$ cat src/rtl/gate_tt_sequencer.sv
// -----------------------------------------------------------------------------
// gate_tt_sequencer
//
// Self-test sequencer for a small combinational gate. After a start request it
// walks gate_in through every input combination 0 .. 2**N_IN-1. Each vector is
// held for SETTLE cycles, and then one more cycle in which gate_out is compared
// against EXP_TABLE. When the last vector has been sampled it pulses done and
// reports pass, the number of mismatching vectors and the first failing vector.
//
// Parameters
//   N_IN       number of gate inputs (2**N_IN vectors per run)
//   EXP_TABLE  expected gate output, bit k = expected y for gate_in == k
//   SETTLE     cycles gate_in is held before sampling, 1..15
//
// Ports
//   clk       in   rising-edge clock
//   rst_n     in   synchronous active-low reset
//   start     in   run request, only honoured in IDLE
//   gate_out  in   output of the gate under test
//   gate_in   out  vector driven into the gate under test
//   busy      out  high while a run is in progress (not in the FINISH cycle)
//   done      out  one-cycle completion pulse
//   pass      out  1 when every vector matched; valid from done until next start
//   fail_cnt  out  number of mismatching vectors in the last run
//   fail_idx  out  first mismatching vector, 0 when there was none
// -----------------------------------------------------------------------------
module gate_tt_sequencer #(
  parameter int unsigned            N_IN      = 2,
  parameter logic [(2**N_IN)-1:0]   EXP_TABLE = 4'b0001,
  parameter int unsigned            SETTLE    = 1
) (
  input  logic              clk,
  input  logic              rst_n,
  input  logic              start,
  input  logic              gate_out,
  output logic [N_IN-1:0]   gate_in,
  output logic              busy,
  output logic              done,
  output logic              pass,
  output logic [N_IN:0]     fail_cnt,
  output logic [N_IN-1:0]   fail_idx
);

  typedef enum logic [1:0] {
    S_IDLE   = 2'd0,
    S_DRIVE  = 2'd1,
    S_SAMPLE = 2'd2,
    S_FINISH = 2'd3
  } state_t;

  // The settle counter is 4 bits wide, enough for SETTLE up to 15.
  localparam logic [3:0]      SETTLE_LAST = 4'(SETTLE - 1);
  localparam logic [N_IN-1:0] LAST_IDX    = {N_IN{1'b1}};
  localparam logic [N_IN-1:0] IDX_ZERO    = {N_IN{1'b0}};
  localparam logic [N_IN-1:0] IDX_ONE     = N_IN'(1);
  localparam logic [N_IN:0]   CNT_ZERO    = {(N_IN+1){1'b0}};
  localparam logic [N_IN:0]   CNT_ONE     = (N_IN+1)'(1);

  state_t          state_r;
  logic [N_IN-1:0] idx_r;
  logic [3:0]      settle_r;

  logic            mismatch_s;
  logic [N_IN:0]   fail_cnt_nxt_s;
  logic            first_fail_s;

  // Compare the gate output against the expected table entry for this vector.
  always_comb begin
    mismatch_s     = 1'b0;
    fail_cnt_nxt_s = fail_cnt;
    first_fail_s   = 1'b0;
    if (state_r == S_SAMPLE) begin
      mismatch_s = (gate_out != EXP_TABLE[idx_r]);
    end else begin
      mismatch_s = 1'b0;
    end
    if (mismatch_s) begin
      fail_cnt_nxt_s = fail_cnt + CNT_ONE;
      first_fail_s   = (fail_cnt == CNT_ZERO);
    end else begin
      fail_cnt_nxt_s = fail_cnt;
      first_fail_s   = 1'b0;
    end
  end

  // Sequencer FSM with all outputs registered.
  always_ff @(posedge clk) begin
    if (!rst_n) begin
      state_r  <= S_IDLE;
      idx_r    <= IDX_ZERO;
      settle_r <= 4'd0;
      gate_in  <= IDX_ZERO;
      busy     <= 1'b0;
      done     <= 1'b0;
      pass     <= 1'b0;
      fail_cnt <= CNT_ZERO;
      fail_idx <= IDX_ZERO;
    end else begin
      case (state_r)
        S_IDLE: begin
          done <= 1'b0;
          if (start) begin
            state_r  <= S_DRIVE;
            idx_r    <= IDX_ZERO;
            settle_r <= 4'd0;
            gate_in  <= IDX_ZERO;
            fail_cnt <= CNT_ZERO;
            fail_idx <= IDX_ZERO;
            pass     <= 1'b0;
            busy     <= 1'b1;
          end
        end

        S_DRIVE: begin
          gate_in  <= idx_r;
          settle_r <= settle_r + 4'd1;
          if (settle_r == SETTLE_LAST) begin
            state_r <= S_SAMPLE;
          end
        end

        S_SAMPLE: begin
          fail_cnt <= fail_cnt_nxt_s;
          if (first_fail_s) begin
            fail_idx <= idx_r;
          end
          if (idx_r == LAST_IDX) begin
            // pass uses the count including this last sample so that it is
            // already correct in the cycle done is high.
            state_r <= S_FINISH;
            busy    <= 1'b0;
            done    <= 1'b1;
            pass    <= (fail_cnt_nxt_s == CNT_ZERO);
          end else begin
            // gate_in moves together with idx so the new vector gets the
            // full SETTLE+1 cycles.
            idx_r    <= idx_r + IDX_ONE;
            gate_in  <= idx_r + IDX_ONE;
            settle_r <= 4'd0;
            state_r  <= S_DRIVE;
          end
        end

        S_FINISH: begin
          done    <= 1'b0;
          state_r <= S_IDLE;
        end

        default: begin
          state_r  <= S_IDLE;
          busy     <= 1'b0;
          done     <= 1'b0;
          settle_r <= 4'd0;
        end
      endcase
    end
  end

  gate_tt_sequencer_checker #(
    .N_IN (N_IN)
  ) u_checker (
    .clk      (clk),
    .rst_n    (rst_n),
    .busy     (busy),
    .done     (done),
    .pass     (pass),
    .fail_cnt (fail_cnt),
    .fail_idx (fail_idx)
  );

endmodule

// -----------------------------------------------------------------------------
// gate_tt_sequencer_checker
//
// Invariants of the sequencer's reporting outputs.
//
// Ports (all inputs): clk, rst_n, busy, done, pass, fail_cnt, fail_idx
// -----------------------------------------------------------------------------
module gate_tt_sequencer_checker #(
  parameter int unsigned N_IN = 2
) (
  input  logic            clk,
  input  logic            rst_n,
  input  logic            busy,
  input  logic            done,
  input  logic            pass,
  input  logic [N_IN:0]   fail_cnt,
  input  logic [N_IN-1:0] fail_idx
);

  localparam logic [N_IN:0]   CNT_MAX  = (N_IN+1)'(2**N_IN);
  localparam logic [N_IN:0]   CNT_ZERO = {(N_IN+1){1'b0}};
  localparam logic [N_IN-1:0] IDX_ZERO = {N_IN{1'b0}};

  a_done_not_busy: assert property (@(posedge clk) disable iff (!rst_n)
    done |-> !busy);

  a_done_single: assert property (@(posedge clk) disable iff (!rst_n)
    done |=> !done);

  a_cnt_range: assert property (@(posedge clk) disable iff (!rst_n)
    fail_cnt <= CNT_MAX);

  a_idx_zero_without_fail: assert property (@(posedge clk) disable iff (!rst_n)
    (fail_cnt == CNT_ZERO) |-> (fail_idx == IDX_ZERO));

  a_pass_consistent: assert property (@(posedge clk) disable iff (!rst_n)
    done |-> (pass == (fail_cnt == CNT_ZERO)));

endmodule

$ cat config.mk
export PLATFORM = sky130hd
export DESIGN_NAME = gate_tt_sequencer
export DESIGN_NICKNAME = d
export VERILOG_FILES = /design/src/rtl/gate_tt_sequencer.sv
export SDC_FILE = /design/constraint.sdc
export NUM_CORES = 1
export LEC_CHECK = 0
export ABC_CLOCK_PERIOD_IN_PS = 1610
export CORE_AREA = 8 8 69 71
export CTS_CLUSTER_DIAMETER = 30
export CTS_CLUSTER_SIZE = 12
export DETAILED_ROUTE_END_ITERATION = 12
export DIE_AREA = 0 0 77 79
export PLACE_DENSITY = 0.61
export RECOVER_POWER = 50
export REMOVE_ABC_BUFFERS = 1
export SETUP_SLACK_MARGIN = 0.02
export SYNTH_ARGS = -nofsm -noshare
export SYNTH_HDL_FRONTEND = slang
export SYNTH_SLANG_ARGS = --single-unit
$ cat constraint.sdc
create_clock -name clk -period 1.61 [get_ports clk]
set_clock_uncertainty 0.05 [all_clocks]
set_input_delay 0.2415 -clock clk [delete_from_list [all_inputs] [get_ports clk]]
set_output_delay 0.2415 -clock clk [all_outputs]
set_load 0.05 [all_outputs]
==> results of run 1 <==
==> layout make-up <==
| type | instances | share of cell area |
|---|---|---|
| clock buffers | 4 | 0.0362 |
| inverters | 9 | 0.0239 |
| multi-input cells | 92 | 0.471 |
| flip-flops and latches | 18 | 0.243 |
| well taps | 50 | 0.0412 |
| repair buffers | 40 | 0.185 |
==> metal layers <==
layer  up-vias  part of all wire
li1        509                 -
met1       464              0.44
met2        18              0.51
met3         2             0.046
met5         -                 0
met4         0            0.0062
==> worst max path at each step <==
stage | startpoint | endpoint | slack, ns | cells past startpoint
floorplan | state_r[0] | settle_r[2] | -0.17 | 6
global placement | start | settle_r[2] | -0.15 | 5
detailed placement | start | settle_r[2] | -0.19 | 5
CTS | settle_r[0] | state_r[1] | 0.02 | 6
global route | state_r[1] | settle_r[2] | -0.0006 | 6
finish | state_r[1] | settle_r[2] | 0.05 | 6
==> per-stage QoR <==
| step | area, sq um | setup WS, ns | utilization |
|---|---|---|---|
| global placement | 1380 | -0.145 | 0.364 |
| detailed placement | 1380 | -0.191 | 0.364 |
| floorplan | 1010 | -0.173 | - |
| finish | 1520 | 0.0539 | 0.400 |
| global route | 1520 | -0.000554 | 0.400 |
| CTS | 1460 | 0.0207 | 0.385 |
==> cells by family after synthesis <==
kind of cell / after synthesis / share of synthesized area
fa+ha+maj: 11 / 0.132
compound gates: 27 / 0.173
flops: 18 / 0.346
xor+xnor: 2 / 0.0168
simple gates: 48 / 0.233
mux: 4 / 0.0396
buf+inv: 14 / 0.0600
==> state kept, by name, indices dropped and copies added (netlist names) <==
signal / cells
busy: 1
done: 1
fail_cnt: 3
fail_idx: 2
gate_in: 2
idx_r: 2
pass: 1
settle_r: 4
state_r: 2
==> critical path, cell delays in order, from the launching register on <==
cell     delay [ns]
dfxtp_4        0.38
inv_2          0.05
ha_4           0.17
and2b_2        0.23
or3_4          0.35
o21ai_2        0.12
a21oi_1        0.07
==> power by group <==
group          switching (uW)  total, uW  internal, uW
logic                     515        997           481
clock network             159        376           217
registers                45.5        545           500
total                     719       1920          1200
==> timing repair <==
action | in CTS | in global routing
resized for setup | 7 | 23
buffers inserted | 0 | 2
hold buffers | 0 | 0
pin swaps | 1 | 9
endpoints found under the setup margin | 9 | 16
==> cell usage in the layout, fill, tap and decap left out, types with 2 or more instances in the layout <==
| cell type | instances |
|---|---|
| clkbuf_1 | 8 |
| buf_4 | 27 |
| nand2b_1 | 2 |
| dfxtp_1 | 15 |
| mux2i_1 | 3 |
| inv_1 | 7 |
| o22ai_1 | 3 |
| nor2b_1 | 3 |
| ha_4 | 2 |
| nand2_1 | 12 |
| nor2_1 | 11 |
| dfxtp_4 | 2 |
| ha_2 | 3 |
| clkdlybuf4s50_1 | 3 |
| a21oi_1 | 9 |
| clkbuf_8 | 4 |
| nand3_1 | 6 |
| nand4_1 | 2 |
| ha_1 | 6 |
==> qor.csv, run 1 <==
stage,metric,value,unit
setup_path,cp.arrival,1.63,ns
yosys,synth_area_leader_cell,dfxtp_1,
drt,dr.pass1.iters,4,
yosys,synth_area_leaders,"dfxtp_1, ha_1, nand2_1",
min_path,min_to,gate_in[1],
flow_run,drv_cap,0,
layout,area_growth,45.7,%
min_path,hold_start,gate_in[1],
setup_path,required,1.69,ns
floorplanning,ios,14,
global_route,grtUsageMet2,0.163,
floorplanning,die_h,79,um
power_and_ir_drop,vdd_drop_max,0.675,mV
clocking,ctsLongestPathBuffers,2,
yosys,yosysMostFrequentCell,dfxtp_1,
clocking,clockRootBuffer,clkbuf_8,
yosys,ys_async_sr_fraction,0,
sta,setup-violations-final,0,
yosys,ys_seq_elements,18,
clocking,cts.sinks,18,
power_and_ir_drop,power_density,1260,mW/mm^2
setup_path,r2r-end,settle_r[2],
clocking,cts_tree,built,
layout,nFillCells,389,
min_path,hold_depth,2,
drt,routed_wl,2760,um
yosys,synth_edf_count,0,
sta,fin_tns_setup,0,ns
sta,finalCritPeriodShare,0.967,
sta,hold_viol_final,0,
yosys,ys_warn_count,0,
global_route,grt_max_degree,13,
yosys,ys_seq_area_frac,0.346,
floorplanning,core,0.00380,sq mm
yosys,synth_flop_cell,dfxtp_1,
status,outcome,"complete, no violations",
setup_path,reg2reg_depth,6,
global_route,grt.busiest_layer,met2,
setup_path,regToRegSetupSlack,0.05,ns
sta,period_needed,1.56,ns
place,placed_cells,207,
sta,worstMarginPinSlew,0.605,ns
sta,max_clock_freq,643,MHz
setup_path,end_kind,register,
yosys,synth_top_area_share,0.346,
power_and_ir_drop,total_power,1920,uW
global_route,globalRouteMet3Util,0.0361,
sta,rsz0062_at_grt,yes,
sta,hold_slack,0.413,ns
clocking,h-tree-depth,1,
drt,wl_per_cell,12.9,um
drt,via_count,993,
layout,multi_input_area,716,sq um
floorplanning,fp.dieW,77,um
layout,final_nets,179,
clocking,clk_pin_slew_worst_paths,0.07,ns
min_path,hold_class,reg -> reg,
global_route,grt_overflow,0,
place,io_buffers,13,
setup_path,r2r_start,state_r[1],
layout,seq_area,369,sq um
yosys,synth_cell_types,40,
place,hpwl,1980,um
drt,drcViolationCount,0,
drt,viasPerCell,4.66,
place,gp_congestion,0.722,
global_route,antenna_found_initial,0,
global_route,grtUsageTotal,0.0920,
sta,max_slew_margin,0.598,
clocking,clk_latency,0.25,ns
setup_path,critical_path_peak_fanout,5,
power_and_ir_drop,p_leak,0.000616,uW
yosys,avgSynthCellArea,8.41,sq um
yosys,synth_area,0.00104,sq mm
drt,drtIter0Drc,49,
layout,drive_above_1_share,0.337,
global_route,grt_pass1_vias,1073,
yosys,netlist_instances,124,
floorplanning,num_rows,23,
drt,ant_nets,0,
sta,drv_slew,0,
global_route,grtUsageMet1,0.100,
global_route,grt_pass1_wl,4660,um
clocking,cts_made_buffers,3,
floorplanning,start_util,0.274,
layout,fin_cells,213,
yosys,synth_common_cells,"dfxtp_1, nand2_1, nor2_1",
setup_path,critPathLaunchType,register,
layout,antenna_cells,0,
setup_path,path_class,reg -> reg,
floorplanning,dieArea,0.00608,sq mm
No activity file was read; power rests on OpenSTA's default activity.
==> run 2, diff against run 1 <==
--- a/config.mk
+++ b/config.mk
@@ -6,12 +6,12 @@
 export NUM_CORES = 1
 export LEC_CHECK = 0
 export ABC_CLOCK_PERIOD_IN_PS = 1610
+export CAP_MARGIN = 20
 export CORE_AREA = 8 8 69 71
 export CTS_CLUSTER_DIAMETER = 30
 export CTS_CLUSTER_SIZE = 12
 export DETAILED_ROUTE_END_ITERATION = 12
 export DIE_AREA = 0 0 77 79
-export PLACE_DENSITY = 0.61
 export RECOVER_POWER = 50
 export REMOVE_ABC_BUFFERS = 1
 export SETUP_SLACK_MARGIN = 0.02
==> run 2 against run 1 <==
Compared with the run above: critical path depth stayed put; highest routed layer unchanged; largest power group unchanged; combinational power is 12% higher; wire length is 6.1% higher; count of clock-buffer cells in the layout stayed put.
==> qor.csv, run 2 (synthesized netlist as in run 1, its figures left out) <==
stage,metric,value,unit
status,outcome,"complete, no violations",
setup_path,crit_start,state_r[1],
floorplanning,ios,14,
drt,drcViolationCount,0,
global_route,grtUsageTotal,0.0949,
sta,period_needed,1.54,ns
place,gp_congestion,0.738,
clocking,cts_hold_buf,0,
setup_path,r2r-end,settle_r[0],
global_route,antenna_found_initial,0,
sta,drv_slew,0,
power_and_ir_drop,p_leak,0.000662,uW
drt,viasPerCell,4.74,
sta,finalCritPeriodShare,0.957,
flow_run,drv_cap,0,
drt,drtIter0Drc,38,
drt,dr.pass1.iters,4,
layout,top_register,settle_r,
clocking,cts_tree,built,
drt,ant_nets,0,
drt,wl_per_cell,13.5,um
global_route,grt_max_degree,11,
clocking,ctsLongestPathBuffers,2,
floorplanning,fp.dieW,77,um
setup_path,end_kind,register,
floorplanning,die_h,79,um
sta,worstMarginPinSlew,0.606,ns
sta,hold_viol_final,0,
sta,fin_tns_setup,0,ns
sta,setup-violations-final,0,
global_route,grt_overflow,0,
setup_path,required,1.75,ns
global_route,grt_pass1_wl,4860,um
layout,final_nets,182,
floorplanning,num_rows,23,
power_and_ir_drop,power_density,1280,mW/mm^2
layout,antenna_cells,0,
drt,via_count,1024,
clocking,clk_latency,0.26,ns
sta,max_clock_freq,649,MHz
floorplanning,dieArea,0.00608,sq mm
clocking,clockRootBuffer,clkbuf_8,
clocking,cts.sinks,18,
place,io_buffers,13,
drt,routed_wl,2920,um
power_and_ir_drop,total_power,2050,uW
layout,drive_above_1_share,0.410,
place,hpwl,2070,um
setup_path,critPathLaunchType,register,
layout,largest_reg_flops,4,
clocking,cts_made_buffers,3,
clocking,h-tree-depth,1,
setup_path,cp-endpoint,settle_r[0],
setup_path,path_class,reg -> reg,
layout,mostFrequentLayoutCells,"buf_4, nand2_1, dfxtp_1",
floorplanning,core,0.00380,sq mm
power_and_ir_drop,vdd_drop_max,0.552,mV
layout,layout_commonest_cell,buf_4,
setup_path,reg2reg_depth,6,
setup_path,critical_path_peak_fanout,3,
setup_path,r2r_start,state_r[1],
min_path,hold_class,reg -> reg,
sta,max_slew_margin,0.598,
global_route,grt_pass1_vias,1107,
layout,area_growth,54.1,%
sta,rsz0062_at_grt,yes,
layout,top_regs,"settle_r: 4 flops, fail_cnt: 3 flops",
setup_path,regToRegSetupSlack,0.07,ns
clocking,clk_pin_slew_worst_paths,0.07,ns
setup_path,cp.arrival,1.68,ns
floorplanning,start_util,0.274,
-- run 2: cell types whose count changed in the layout (fill, tap and decap cells not counted), sizes merged --
cell / before / now
buf: 27 / 30
-- run 2: cell type report --
class,instances,area (sq um)
repair buffers,43,312
clock buffers,4,55.1
well taps,50,62.6
inverters,9,36.3
flip-flops and latches,18,369
fillers,378,2190
multi-input cells,92,772
-- run 2: through the flow --
| stage | setup WS, ns | area [sq um] | instances | hold slack, ns | utilization |
|---|---|---|---|---|---|
| 6_report | 0.0700 | 1610 | 216 | 0.416 | 0.423 |
| 5_1_grt | -0.00755 | 1610 | 216 | 0.444 | 0.423 |
| 4_1_cts | 0.00462 | 1490 | 212 | 0.417 | 0.391 |
| 3_5_place_dp | -0.170 | 1390 | 208 | 0.405 | 0.366 |
| 3_3_place_gp | -0.133 | 1390 | 208 | 0.403 | 0.366 |
| 2_1_floorplan | -0.173 | 1010 | 119 | 0.309 | - |
-- run 2: worst min-delay path by stage --
stage                    start          end  slack (ns)  depth (start not counted)
global placement    gate_in[1]   gate_in[1]        0.40                          2
detailed placement  gate_in[1]   gate_in[1]        0.40                          2
global route        gate_in[1]   gate_in[1]        0.44                          2
finish              gate_in[1]   gate_in[1]        0.42                          2
floorplan                rst_n  settle_r[3]        0.31                          1
CTS                 gate_in[1]   gate_in[1]        0.42                          2
-- run 2: critical path, stage by stage (launching register included) --
cell      delay (ns)
dfxtp_4         0.37
buf_4           0.15
ha_2            0.19
nand4b_1        0.20
buf_4           0.16
mux2_2          0.25
nor2_1          0.09
-- run 2: report_power, final --
group	internal [uW]	switching [uW]	total, uW
clock network	218	165	383
logic	547	574	1120
registers	502	45.3	547
total	1270	784	2050
-- run 2: what timing repair did --
action                                  4_1_cts  5_1_grt
endpoints found under the setup margin       12       16
resized for setup                            12       29
pin swaps                                     2       13
buffers inserted                              0        4
-- run 2: metal layers --
| metal | GRT usage | vias to the layer above | share of wire |
|---|---|---|---|
| met5 | 0 | - | 0 |
| met4 | 0.0226 | 0 | 0.0041 |
| met3 | 0.0305 | 2 | 0.034 |
| met2 | 0.182 | 13 | 0.51 |
| met1 | 0.0979 | 494 | 0.45 |
| li1 | - | 515 | - |
